[config.mk]
export PLATFORM = sky130hd
export DESIGN_NAME = pixel_frame_writer
export DESIGN_NICKNAME = d
export VERILOG_FILES = /design/src/rtl/pixel_frame_writer.sv
export SDC_FILE = /design/constraint.sdc
export NUM_CORES = 1
export LEC_CHECK = 0
export BUFFER_PORTS_ARGS = -buffer_cell sky130_fd_sc_hd__buf_2
export CORE_UTILIZATION = 33
export DETAILED_ROUTE_END_ITERATION = 6
export HOLD_SLACK_MARGIN = 0.03
export PLACE_DENSITY_LB_ADDON = 0.2
export SLEW_MARGIN = 20
export SYNTH_ARGS = -nofsm -noshare
export SYNTH_HDL_FRONTEND = slang
export SYNTH_SLANG_ARGS = --single-unit
[constraint.sdc]
create_clock -name clk -period 2.24 [get_ports clk]
set_input_delay 0.224 -clock clk [delete_from_list [all_inputs] [get_ports clk]]
set_output_delay 0.224 -clock clk [all_outputs]
set_load 0.1 [all_outputs]
[src/rtl/pixel_frame_writer.sv]
// pixel_frame_writer: buffers an incoming pixel/valid stream in a small FIFO
// and writes exactly one frame of pixels to sequential frame-memory addresses,
// pulsing frame_done after the last write has been granted.
// Optional feature macro: PIXEL_CHECKSUM_EN (adds a running 32-bit pixel sum).
//
// state   | meaning
// --------+----------------------------------------------------------------
// IDLE    | waiting for start; nothing accepted, FIFO empty
// RUN     | accepting pixels until FRAME_PIXELS have been pushed
// DRAIN   | all pixels accepted; flushing remaining FIFO entries to memory
module pixel_frame_writer #(
    parameter int FRAME_PIXELS = 65536,
    parameter int ADDR_W       = 16,
    parameter int FIFO_DEPTH   = 4
) (
    input  logic              clk,
    input  logic              rst_n,
    input  logic              start,
    input  logic [23:0]       pixel_in,
    input  logic              valid_in,
    output logic              ready_out,
    output logic              mem_we,
    output logic [ADDR_W-1:0] mem_addr,
    output logic [23:0]       mem_wdata,
    input  logic              mem_gnt,
    output logic              frame_done,
    output logic [ADDR_W:0]   pixel_cnt,
    output logic [31:0]       checksum
);

    localparam int PTR_W = (FIFO_DEPTH > 1) ? $clog2(FIFO_DEPTH) : 1;

    localparam logic [1:0] S_IDLE  = 2'd0;
    localparam logic [1:0] S_RUN   = 2'd1;
    localparam logic [1:0] S_DRAIN = 2'd2;

    localparam logic [ADDR_W:0]   CNT_FULL  = (ADDR_W+1)'(FRAME_PIXELS);
    localparam logic [ADDR_W:0]   CNT_LAST  = (ADDR_W+1)'(FRAME_PIXELS - 1);
    localparam logic [ADDR_W-1:0] ADDR_LAST = ADDR_W'(FRAME_PIXELS - 1);
    localparam logic [PTR_W:0]    LVL_FULL  = (PTR_W+1)'(FIFO_DEPTH);
    localparam logic [PTR_W:0]    LVL_ONE   = (PTR_W+1)'(1);

    logic [1:0]        state;
    logic [23:0]       fifo_mem [FIFO_DEPTH];
    logic [PTR_W-1:0]  wr_ptr;
    logic [PTR_W-1:0]  rd_ptr;
    logic [PTR_W:0]    fifo_level;
    logic [ADDR_W-1:0] wr_addr;

    logic fifo_full;
    logic fifo_empty;
    logic push;
    logic pop;
    logic start_frame;
    logic last_push;
    logic last_pop;

    assign fifo_full   = (fifo_level == LVL_FULL);
    assign fifo_empty  = (fifo_level == '0);

    // ready depends only on registered state, never on valid_in
    assign ready_out   = (state == S_RUN) && !fifo_full && (pixel_cnt < CNT_FULL);
    assign push        = valid_in && ready_out;

    assign mem_we      = !fifo_empty;
    assign mem_addr    = wr_addr;
    assign mem_wdata   = fifo_mem[rd_ptr];
    assign pop         = mem_we && mem_gnt;

    assign start_frame = (state == S_IDLE) && start;
    assign last_push   = push && (pixel_cnt == CNT_LAST);
    // nothing is pushed in DRAIN, so level 1 plus a pop empties the FIFO
    assign last_pop    = (state == S_DRAIN) && pop && (fifo_level == LVL_ONE);

    // frame sequencing and the registered end-of-frame pulse
    always_ff @(posedge clk or negedge rst_n) begin
        if (!rst_n) begin
            state      <= S_IDLE;
            frame_done <= 1'b0;
        end else begin
            frame_done <= last_pop;
            case (state)
                S_IDLE:  if (start)     state <= S_RUN;
                S_RUN:   if (last_push) state <= S_DRAIN;
                S_DRAIN: if (last_pop)  state <= S_IDLE;
                default:                state <= S_IDLE;
            endcase
        end
    end

    // FIFO storage and pointers; storage is cleared so mem_wdata resets to 0
    always_ff @(posedge clk or negedge rst_n) begin
        if (!rst_n) begin
            for (int i = 0; i < FIFO_DEPTH; i++) begin
                fifo_mem[i] <= '0;
            end
            wr_ptr     <= '0;
            rd_ptr     <= '0;
            fifo_level <= '0;
        end else begin
            if (push) begin
                fifo_mem[wr_ptr] <= pixel_in;
                wr_ptr           <= wr_ptr + PTR_W'(1);
            end
            if (pop) begin
                rd_ptr <= rd_ptr + PTR_W'(1);
            end
            case ({push, pop})
                2'b10:   fifo_level <= fifo_level + LVL_ONE;
                2'b01:   fifo_level <= fifo_level - LVL_ONE;
                default: fifo_level <= fifo_level;
            endcase
        end
    end

    // accepted-pixel count and write address, both restarted on frame start
    always_ff @(posedge clk or negedge rst_n) begin
        if (!rst_n) begin
            pixel_cnt <= '0;
            wr_addr   <= '0;
        end else if (start_frame) begin
            pixel_cnt <= '0;
            wr_addr   <= '0;
        end else begin
            if (push && (pixel_cnt < CNT_FULL)) begin
                pixel_cnt <= pixel_cnt + (ADDR_W+1)'(1);
            end
            // hold at the last address so the counter never wraps mid-frame
            if (pop && (wr_addr != ADDR_LAST)) begin
                wr_addr <= wr_addr + ADDR_W'(1);
            end
        end
    end

`ifdef PIXEL_CHECKSUM_EN
    logic [31:0] csum;

    // running sum of accepted pixels, held after the frame until the next start
    always_ff @(posedge clk or negedge rst_n) begin
        if (!rst_n) begin
            csum <= '0;
        end else if (start_frame) begin
            csum <= '0;
        end else if (push) begin
            csum <= csum + {8'd0, pixel_in};
        end
    end

    assign checksum = csum;
`else
    assign checksum = '0;
`endif

endmodule

==> results.txt, run 1 <==
----------------------------------------------------
[STA]
  Relative slew slack ... 56.26%
  Unrepaired setup endpoints after global routing ... yes
  Count of endpoints failing setup in the final report ... 2
  Worst-Margin Slew ... 0.6561 ns
  Layout Skew ... 0.007382 ns
  Setup slack of the critical path after layout ... -0.01807 ns
  Max Slew Vio Count ... 0
  Final critical-path required period ... 2.258 ns
  Number of hold violations in the final report ... 0
  Final period utilization ... 100.8%
  Final-layout worst hold slack ... 0.08484 ns
  Max Clock Freq ... 442.9 MHz

[Global routing]
  GRT Resource Usage Total ... 14.95%
  Largest net degree at the start of global routing ... 66
  Total grt overflow ... 0
  Wire length of the first global-routing pass ... 22890 um
  Initial antenna violation count ... 2
  Vias in the first global route ... 4389

[Worst setup path]
  Worst path cell trace ... inv_2 -> ha_4 -> or2b_4 -> or3b_4 -> or4_4 -> or4_4 -> nand2_1
  Data required time of the critical path ... 2.59 ns
  Critical setup path kind ... reg2reg
  Gate family responsible for the most delay along the worst path ... simple AND/OR/NAND/NOR gates
  CP dominant cell by count ... sky130_fd_sc_hd__or4_4
  Largest fanout on the critical path ... 3
  Worst path depth ... 7
  Worst Path Arrival ... 2.61 ns
  Largest stage delay on the critical path ... 0.54 ns
  Endpoint type of the worst setup path ... flop
  Nature of the critical path startpoint ... flop
  Buffering stage count on the worst path with inverters included ... 1
  Slowest CP cell ... sky130_fd_sc_hd__or4_4
  Worst r2r path cells ... 7

[Clocking]
  Maximum clock path buffer count ... 2
  H-Tree Depth ... 4
  Post-CTS clock slew at the launch and capture registers of the worst setup and hold paths ... 0.05 ns
  Clk_lat worst skew ... 0.41 ns
  Clock tree from TritonCTS ... built
  Clk sinks ... 139
  Total clock buffers created by CTS ... 17
  Clock Tree Root ... sky130_fd_sc_hd__clkbuf_16

[Logic synthesis]
  Synth Register Bits ... 139
  Post-Syn Instances ... 498
  Number of enable flip-flop cells after synthesis ... 0
  Cell area after synthesis ... 6563 um^2
  Dominant cell by count in the synthesized netlist ... sky130_fd_sc_hd__dfrtp_1
  Sequential share of the synthesized area ... 53.00%
  Cell taking the most area after synthesis ... sky130_fd_sc_hd__dfrtp_1
  Mean area per synthesized cell ... 13.18 um^2
  Biggest area contributors in the synthesized netlist ... sky130_fd_sc_hd__dfrtp_1 (53%), sky130_fd_sc_hd__mux2_2 (16%), sky130_fd_sc_hd__mux4_2 (8.2%)
  Syn. warnings ... 0
  Most common flop cell mapped by yosys ... sky130_fd_sc_hd__dfrtp_1
  Yosys top cell area share ... 53.00%
  Library cells used by synthesis ... 36
  Fraction of synthesis flops using an asynchronous set or reset pin ... 100.0%
  Top post-synthesis cells by count ... sky130_fd_sc_hd__dfrtp_1 (139), sky130_fd_sc_hd__mux2_2 (96), sky130_fd_sc_hd__nor2_1 (33)

[Hold path]
  Type of the most critical hold path ... in2reg
  Count of cells along the worst hold path ... 2

[Power and ir drop]
  Sequential fraction of design power ... 45.4%
  Switching share of power ... 23.83%
  Overall Power ... 0.005536 W
  Share of total power in the clock network ... 48.6%
  Int Power ... 0.004217 W
  P per Cell Area ... 661.8 nW/um^2
  Worst vdd ir ... 0.4742 mV
  Leakage power summed over all cells ... 4.071 nW
  Net Switching ... 0.001319 W
  Combinational share of power ... 6.0%

[Place]
  Detailed Place HPWL ... 9454 um
  Port-buffer cells ... 88
  Post-Place Cell Area ... 7752 um^2
  Routability congestion estimate ... 0.8347

[Floorplanning]
  Total core area ... 19460 um^2
  Die Y ... 143.0 um
  Starting utilization of the core area ... 33.72%
  Number of top-level pins ... 121
  Area enclosed by the die boundary ... 20450 um^2
  Placement row count ... 51
  Die outline width ... 143.0 um

[Run status]
  Outcome ... finished, violations left
  Violated checks ... negative setup slack

[Detailed routing]
  Remaining antenna violation count ... 0
  Detailed-route via count ... 4156
  Drt initial violations ... 73
  Detailed-route vias per instance ... 4.701
  WL final ... 14130 um
  Residual DRC count ... 0
  Initial DRT Pass Iterations ... 4
  DR WL/cell ... 15.98 um

[Final layout]
  Layout area overhead ... 27.45%
  Footprint of the flip-flops and latches ... 3500 um^2
  Fill cell count ... 1816
  Non-Filler Cell Area, Final ... 8364 um^2
  Diodes inserted ... 0
  Total number of nets in the final design ... 649
  Area of combinational cells with multiple inputs ... 2877 um^2
  Fraction of final layout cells with drive strength greater than 1 ... 46.69%

[Flow run]
  Total of max-cap violations ... 0

----------------------------------------------------
-- state kept, by name, summed over array words and instances (netlist names) --
name and flops:
rd_ptr 2, mem_addr 16, state 2, wr_ptr 2, fifo_mem 96, fifo_level 3
pixel_cnt 17, frame_done 1
-- power by group through the flow --
stage | Combinational [W] | Sequential [W] | Clock [W]
6_report | 0.000335 | 0.00251 | 0.00269
5_1_grt | 0.000357 | 0.00251 | 0.00288
4_1_cts | 0.000339 | 0.00251 | 0.00277
3_5_place_dp | 0.000337 | 0.00256 | 0
3_3_place_gp | 0.000333 | 0.00256 | 0
2_1_floorplan | 0.000278 | 0.00256 | 0
-- cell families after synthesis --
kind of cell,after synthesis,share of synthesized area [%]
AOI/OAI and AO/OA,17,1.335
xor gates and xnor gates,30,4.004
adders and majority gates,12,2.288
buffers and inverters,62,5.376
DFF,139,53.00
muxes,121,24.86
other,1,0.05714
and+or+nand+nor,116,9.075
-- layout make-up --
cell class | count | area share (%)
Clock buffer | 22 | 5.550
Sequential cell | 139 | 41.84
Inverter | 9 | 0.4039
Timing Repair Buffer | 113 | 12.72
Tap cell | 265 | 3.964
Clock inverter | 8 | 1.137
Multi-Input combinational cell | 328 | 34.39
-- what timing repair did --
action | CTS | global route
hold buffers | 1 | 0
setup buffers | 1 | 1
resized for setup | 4 | 5
setup endpoints to repair | 2 | 5
hold endpoints to repair | 61 | 0
pin swaps | 1 | 1
-- routing by layer --
metal / part of all wire (%) / vias up / global-route usage (%) / wire, um
li1: - / 1914 / - / -
met1: 46 / 2131 / 19.04 / 6451
met2: 49 / 94 / 24.34 / 6894
met3: 4.5 / 13 / 4.863 / 633
met5: 0.17 / - / 0 / 24
met4: 0.89 / 4 / 4.018 / 126
-- metrics by stage --
step                instances  setup TNS [ns]  worst slack, ns  utilization (%)
finish                    884        -0.02534         -0.01807            42.98
global route              884         -0.1602         -0.07750            42.98
CTS                       883       -0.006533        -0.006533            42.85
detailed placement        851        -0.05311         -0.02683            39.83
global placement          851               0          0.01069            39.83
floorplan                 529          -1.285          -0.2892                -
-- worst paths after layout --
kind / from / endpoint / slack (ns)
min: pixel_in[1] / fifo_mem[49] / 0.08
min reg2reg: fifo_mem[44] / fifo_mem[44] / 0.50
min in group asynchronous: rst_n / fifo_mem[78] / 0.36
max in group asynchronous: rst_n / fifo_mem[14] / 1.16
max reg2reg: fifo_level[0] / mem_addr[13] / -0.02
max: fifo_level[0] / mem_addr[13] / -0.02
-- placed cells by master, fill, tap and decap left out, types with 4 or more instances in the layout --
master and instances:
sky130_fd_sc_hd__buf_12 29, sky130_fd_sc_hd__nor2_1 33, sky130_fd_sc_hd__ha_1 11, sky130_fd_sc_hd__nor3_1 10
sky130_fd_sc_hd__buf_2 63, sky130_fd_sc_hd__clkinv_2 4, sky130_fd_sc_hd__inv_1 7, sky130_fd_sc_hd__conb_1 32
sky130_fd_sc_hd__xnor2_1 23, sky130_fd_sc_hd__dfrtp_2 17, sky130_fd_sc_hd__mux4_2 24, sky130_fd_sc_hd__a21oi_1 6
sky130_fd_sc_hd__xor2_1 7, sky130_fd_sc_hd__mux2_2 96, sky130_fd_sc_hd__o21ai_0 8, sky130_fd_sc_hd__dfrtp_1 122
sky130_fd_sc_hd__nand3_1 12, sky130_fd_sc_hd__nand2_1 25, sky130_fd_sc_hd__buf_4 18, sky130_fd_sc_hd__clkbuf_16 17
sky130_fd_sc_hd__and3_1 4, sky130_fd_sc_hd__nand4_1 8
(Power assumes the default switching activity.)
==> run 2: changes to the inputs <==
PLACE_DENSITY_LB_ADDON = not set   (was 0.2)
==> results.txt, run 2 (synthesis gave the netlist of run 1 again) <==
----------------------------------------------------
[Final layout]
  Register bank with the most flops ... fifo_mem
  Number of cells in the finished layout apart from fillers ... 885
  Fill cell count ... 1760
  Diodes inserted ... 0
  Layout area overhead ... 28.31%
  Fraction of final layout cells with drive strength greater than 1 ... 46.29%
  Top library cells by usage in the layout, fill and taps aside ... sky130_fd_sc_hd__dfrtp_1 (122), sky130_fd_sc_hd__mux2_2 (96), sky130_fd_sc_hd__buf_2 (63), sky130_fd_sc_hd__nor2_1 (33), sky130_fd_sc_hd__conb_1 (32)
  Flip-flop count of the largest register, all copies and words added ... 96
  Non-Filler Cell Area, Final ... 8421 um^2
  Total number of nets in the final design ... 648
  Commonest non-fill, non-tap cell in the layout ... sky130_fd_sc_hd__dfrtp_1

[Power and ir drop]
  Leakage power summed over all cells ... 4.080 nW
  Worst vdd ir ... 0.4941 mV
  Net Switching ... 0.001365 W
  P per Cell Area ... 682.8 nW/um^2
  Sequential fraction of design power ... 43.7%
  Share of total power in the clock network ... 50.5%
  Int Power ... 0.004385 W
  Combinational share of power ... 5.9%
  Switching share of power ... 23.75%

[Floorplanning]
  Placement row count ... 51
  Die outline width ... 143.0 um
  Starting utilization of the core area ... 33.72%
  Total core area ... 19460 um^2
  Die Y ... 143.0 um
  Number of top-level pins ... 121
  Area enclosed by the die boundary ... 20450 um^2

[STA]
  Setup slack of the critical path after layout ... 0.01015 ns
  Max Clock Freq ... 448.5 MHz
  Final period utilization ... 99.55%
  Final-layout worst hold slack ... 0.08298 ns
  Relative slew slack ... 57.43%
  Count of endpoints failing setup in the final report ... 0
  Unrepaired setup endpoints after global routing ... yes
  Layout Skew ... 0.008228 ns
  Number of hold violations in the final report ... 0
  Final critical-path required period ... 2.230 ns
  Worst-Margin Slew ... 0.6385 ns
  Max Slew Vio Count ... 0

[Detailed routing]
  Max Used Layer ... met5
  Remaining antenna violation count ... 0
  DR WL/cell ... 15.75 um
  Initial DRT Pass Iterations ... 4
  Met1 routed wirelength after detailed routing ... 6194 um
  Detail Route met2 WL ... 7027 um
  Residual DRC count ... 0
  WL final ... 13940 um
  Detailed-route vias per instance ... 4.755
  Detailed-route via count ... 4208
  Met3 wire length ... 537 um
  Drt initial violations ... 140

[Place]
  Detailed Place HPWL ... 9308 um
  Placement Setup Slack ... -0.01049 ns
  Post-Place Cell Area ... 7777 um^2
  # placed instances ... 851
  Port-buffer cells ... 88
  Routability congestion estimate ... 0.8394

[Worst setup path]
  Largest stage delay on the critical path ... 0.53 ns
  Worst path cell trace ... inv_2 -> ha_4 -> or2b_4 -> or3b_4 -> or4_4 -> or4_1 -> nand2_1
  Endpoint type of the worst setup path ... flop
  Worst Path Arrival ... 2.59 ns
  Data required time of the critical path ... 2.60 ns
  Largest fanout on the critical path ... 3
  Nature of the critical path startpoint ... flop
  Critical setup path kind ... reg2reg
  Slowest CP cell ... sky130_fd_sc_hd__or4_4

[Hold path]
  Type of the most critical hold path ... in2reg

[Global routing]
  GRT Resource Usage Total ... 14.71%
  Initial antenna violation count ... 1
  Largest net degree at the start of global routing ... 51
  Wire length of the first global-routing pass ... 22600 um
  Vias in the first global route ... 4381
  Total grt overflow ... 0

[Clocking]
  Clk_lat worst skew ... 0.41 ns
  Clock Tree Root ... sky130_fd_sc_hd__clkbuf_16
  Maximum clock path buffer count ... 2
  Post-CTS clock slew at the launch and capture registers of the worst setup and hold paths ... 0.06 ns
  Clk sinks ... 139
  Clock tree from TritonCTS ... built
  Total clock buffers created by CTS ... 17
  H-Tree Depth ... 4

[Flow run]
  Total of max-cap violations ... 0

[Run status]
  Outcome ... finished, final reports clean

----------------------------------------------------
==> run 2: critical path: cells and delay by family (launching register included) <==
kind	cells	cell delay, ns
simple gates	5	1.59
buf+inv	1	0.06
fa+ha+maj	1	0.15
flops	1	0.36
==> run 2: cell type report <==
type	count	area, um^2	share of cell area (%)
timing repair buffer	112	1077	12.79
inverter	9	33.78	0.4012
tap	265	331.6	3.938
clock buffer	23	478.0	5.676
multi-input combinational	328	2864	34.01
sequential	139	3500	41.56
clock inverter	9	136.4	1.620
==> run 2: metal layers <==
| metal | track usage (%) | vias up |
|---|---|---|
| li1 | - | 1917 |
| met1 | 18.07 | 2167 |
| met2 | 24.80 | 103 |
| met3 | 3.689 | 19 |
| met4 | 5.603 | 2 |
| met5 | 0 | - |
==> run 2: repair_timing <==
action                     CTS  global route
setup endpoints to repair    2             4
hold endpoints to repair    46             0
buffers inserted             1             0
hold buffers                 1             0
resized for setup            4             1
pin swaps                    0             1
==> run 2: worst paths after layout <==
check	cells after the start	start	endpoint	slack [ns]
min in group asynchronous	2	rst_n	fifo_mem[84]	0.31
hold / removal	2	pixel_in[15]	fifo_mem[15]	0.08
setup / recovery	7	fifo_level[0]	mem_addr[13]	0.01
hold reg to reg	1	fifo_mem[23]	fifo_mem[23]	0.50
setup reg to reg	7	fifo_level[0]	mem_addr[13]	0.01
max in group asynchronous	3	rst_n	rd_ptr[0]	1.25
==> run 2: power groups by stage <==
stage	sequential (W)	combinational, W	clock [W]
5_1_grt	0.00251	0.000358	0.00309
3_3_place_gp	0.00256	0.000333	0
4_1_cts	0.00251	0.000341	0.00299
2_1_floorplan	0.00256	0.000278	0
6_report	0.00251	0.000337	0.00290
3_5_place_dp	0.00256	0.000339	0
==> run 2: per-stage QoR <==
stage | setup TNS, ns | util (%) | power, W
5_1_grt | -0.1207 | 43.27 | 0.005957
4_1_cts | 0 | 43.26 | 0.005844
3_5_place_dp | -0.01049 | 39.96 | 0.002896
3_3_place_gp | 0 | 39.96 | 0.002889
6_report | 0 | 43.27 | 0.005750
2_1_floorplan | -1.285 | - | 0.002835
==> run 3: changes to the inputs <==
GPL_ROUTABILITY_DRIVEN = 0   (was not set)
RECOVER_POWER = 25   (was not set)
==> results.txt, run 3 (synthesis gave the netlist of run 1 again) <==
----------------------------------------------------
[STA]
  Layout Skew ... 0.008228 ns
  Unrepaired setup endpoints after global routing ... yes
  Worst-Margin Slew ... 1.290 ns
  Final critical-path required period ... 2.230 ns
  Max Clock Freq ... 448.5 MHz
  Final-layout worst hold slack ... 0.08297 ns
  Max Slew Vio Count ... 0
  Number of hold violations in the final report ... 0
  Count of endpoints failing setup in the final report ... 0
  Sum of negative setup slack ... 0 ns
  Final period utilization ... 99.54%
  Relative slew slack ... 14.00%

[Clocking]
  Clk_lat worst skew ... 0.41 ns
  Clock Tree Root ... sky130_fd_sc_hd__clkbuf_16
  Clock tree from TritonCTS ... built
  Post-CTS clock slew at the launch and capture registers of the worst setup and hold paths ... 0.06 ns
  Clk sinks ... 139
  Total clock buffers created by CTS ... 17
  Maximum clock path buffer count ... 2
  H-Tree Depth ... 4

[Floorplanning]
  Area enclosed by the die boundary ... 20450 um^2
  Die outline width ... 143.0 um
  Starting utilization of the core area ... 33.72%
  Number of top-level pins ... 121
  Total core area ... 19460 um^2
  Die Y ... 143.0 um
  Placement row count ... 51

[Place]
  Detailed Place HPWL ... 9308 um
  Port-buffer cells ... 88
  Post-Place Cell Area ... 7777 um^2

[Power and ir drop]
  Overall Power ... 0.005749 W
  Leakage power summed over all cells ... 4.078 nW
  P per Cell Area ... 683.2 nW/um^2
  Worst vdd ir ... 0.4941 mV

[Final layout]
  Non-Filler Cell Area, Final ... 8414 um^2
  Top library cells by usage in the layout, fill and taps aside ... sky130_fd_sc_hd__dfrtp_1 (122), sky130_fd_sc_hd__mux2_2 (96), sky130_fd_sc_hd__buf_2 (63), sky130_fd_sc_hd__nor2_1 (33), sky130_fd_sc_hd__conb_1 (32)
  Total number of nets in the final design ... 648
  Diodes inserted ... 0
  Share of the core filled with cells ... 43.23%
  Register bank with the most flops ... fifo_mem
  Layout area overhead ... 28.22%
  Flip-flop count of the largest register, all copies and words added ... 96
  Commonest non-fill, non-tap cell in the layout ... sky130_fd_sc_hd__dfrtp_1
  Fraction of final layout cells with drive strength greater than 1 ... 46.29%

[Worst setup path]
  Buffering stage count on the worst path with inverters included ... 1
  Slowest CP cell ... sky130_fd_sc_hd__or4_4
  Largest fanout on the critical path ... 3
  Largest stage delay on the critical path ... 0.53 ns
  Worst path cell trace ... inv_2 -> ha_4 -> or2b_4 -> or3b_4 -> or4_4 -> or4_1 -> nand2_1
  Gate family responsible for the most delay along the worst path ... simple AND/OR/NAND/NOR gates
  Critical setup path kind ... reg2reg
  Nature of the critical path startpoint ... flop
  Worst Path Arrival ... 2.59 ns
  Endpoint type of the worst setup path ... flop
  Data required time of the critical path ... 2.60 ns

[Hold path]
  Type of the most critical hold path ... in2reg

[Global routing]
  Total grt overflow ... 0
  Initial antenna violation count ... 1
  GRT Resource Usage Total ... 14.71%
  Wire length of the first global-routing pass ... 22600 um
  Vias in the first global route ... 4381
  Largest net degree at the start of global routing ... 51

[Run status]
  Outcome ... finished, final reports clean

[Detailed routing]
  Detailed-route vias per instance ... 4.756
  Initial DRT Pass Iterations ... 4
  Drt initial violations ... 140
  DR WL/cell ... 15.75 um
  Residual DRC count ... 0
  Remaining antenna violation count ... 0
  Detailed-route via count ... 4209
  WL final ... 13940 um

[Flow run]
  Total of max-cap violations ... 0

----------------------------------------------------
==> run 3: cell count changes in the layout (fill, tap and decap cells not counted), sizes merged <==
cell    before  now
clkbuf      23   24
buf        111  110
==> run 3: layer usage <==
layer	global-route usage [%]	wire length, um	vias to the layer above
li1	-	-	1916
met1	18.07	6165	2166
met2	24.80	7031	106
met3	3.689	560	19
met4	5.603	167	2
met5	0	13	-
==> run 3: worst register-to-register path: stages, from the launching register on <==
cell and delay [ns]:
sky130_fd_sc_hd__dfrtp_1 0.36, sky130_fd_sc_hd__inv_2 0.06, sky130_fd_sc_hd__ha_4 0.15, sky130_fd_sc_hd__or2b_4 0.20
sky130_fd_sc_hd__or3b_4 0.37, sky130_fd_sc_hd__or4_4 0.53, sky130_fd_sc_hd__or4_1 0.41, sky130_fd_sc_hd__nand2_1 0.08
==> run 3: final timing paths <==
| check | start | endpoint | slack (ns) | cells after the start |
|---|---|---|---|---|
| max | fifo_level[0] | mem_addr[13] | 0.01 | 7 |
| min | pixel_in[15] | fifo_mem[15] | 0.08 | 2 |
| max reg2reg | fifo_level[0] | mem_addr[13] | 0.01 | 7 |
| min reg2reg | fifo_mem[23] | fifo_mem[23] | 0.50 | 1 |
| max in group asynchronous | rst_n | rd_ptr[0] | 0.69 | 3 |
| min in group asynchronous | rst_n | fifo_mem[84] | 0.62 | 2 |
==> run 3: report_power, final <==
part           total [W]  switching (W)  internal [W]  leakage, nW
combinational   0.000336       0.000308     0.0000280         1.90
sequential       0.00251              0       0.00251         1.90
clock            0.00290        0.00106       0.00184        0.282
==> run 3: cell type report <==
cell class | count | area, um^2
clock buffers | 23 | 478.0
inverters | 9 | 33.78
fillers | 1762 | 11050
repair buffers | 112 | 1071
flip-flops and latches | 139 | 3500
multi-input cells | 328 | 2864
clock inverters | 9 | 136.4
well taps | 265 | 331.6
==> run 3: what timing repair did <==
item | 4_1_cts | 5_1_grt
endpoints found under the setup margin | 2 | 4
resized for setup | 4 | 1
endpoints found under the hold margin | 46 | 0
hold buffers | 1 | 0
setup buffers | 1 | 0
pin swaps | 0 | 1
==> run 3: through the flow <==
stage / cells / setup WS [ns]
finish: 885 / 0.01025
CTS: 885 / 0.001981
global placement: 851 / 0.02588
detailed placement: 851 / -0.01049
global route: 885 / -0.07613
floorplan: 529 / -0.2892
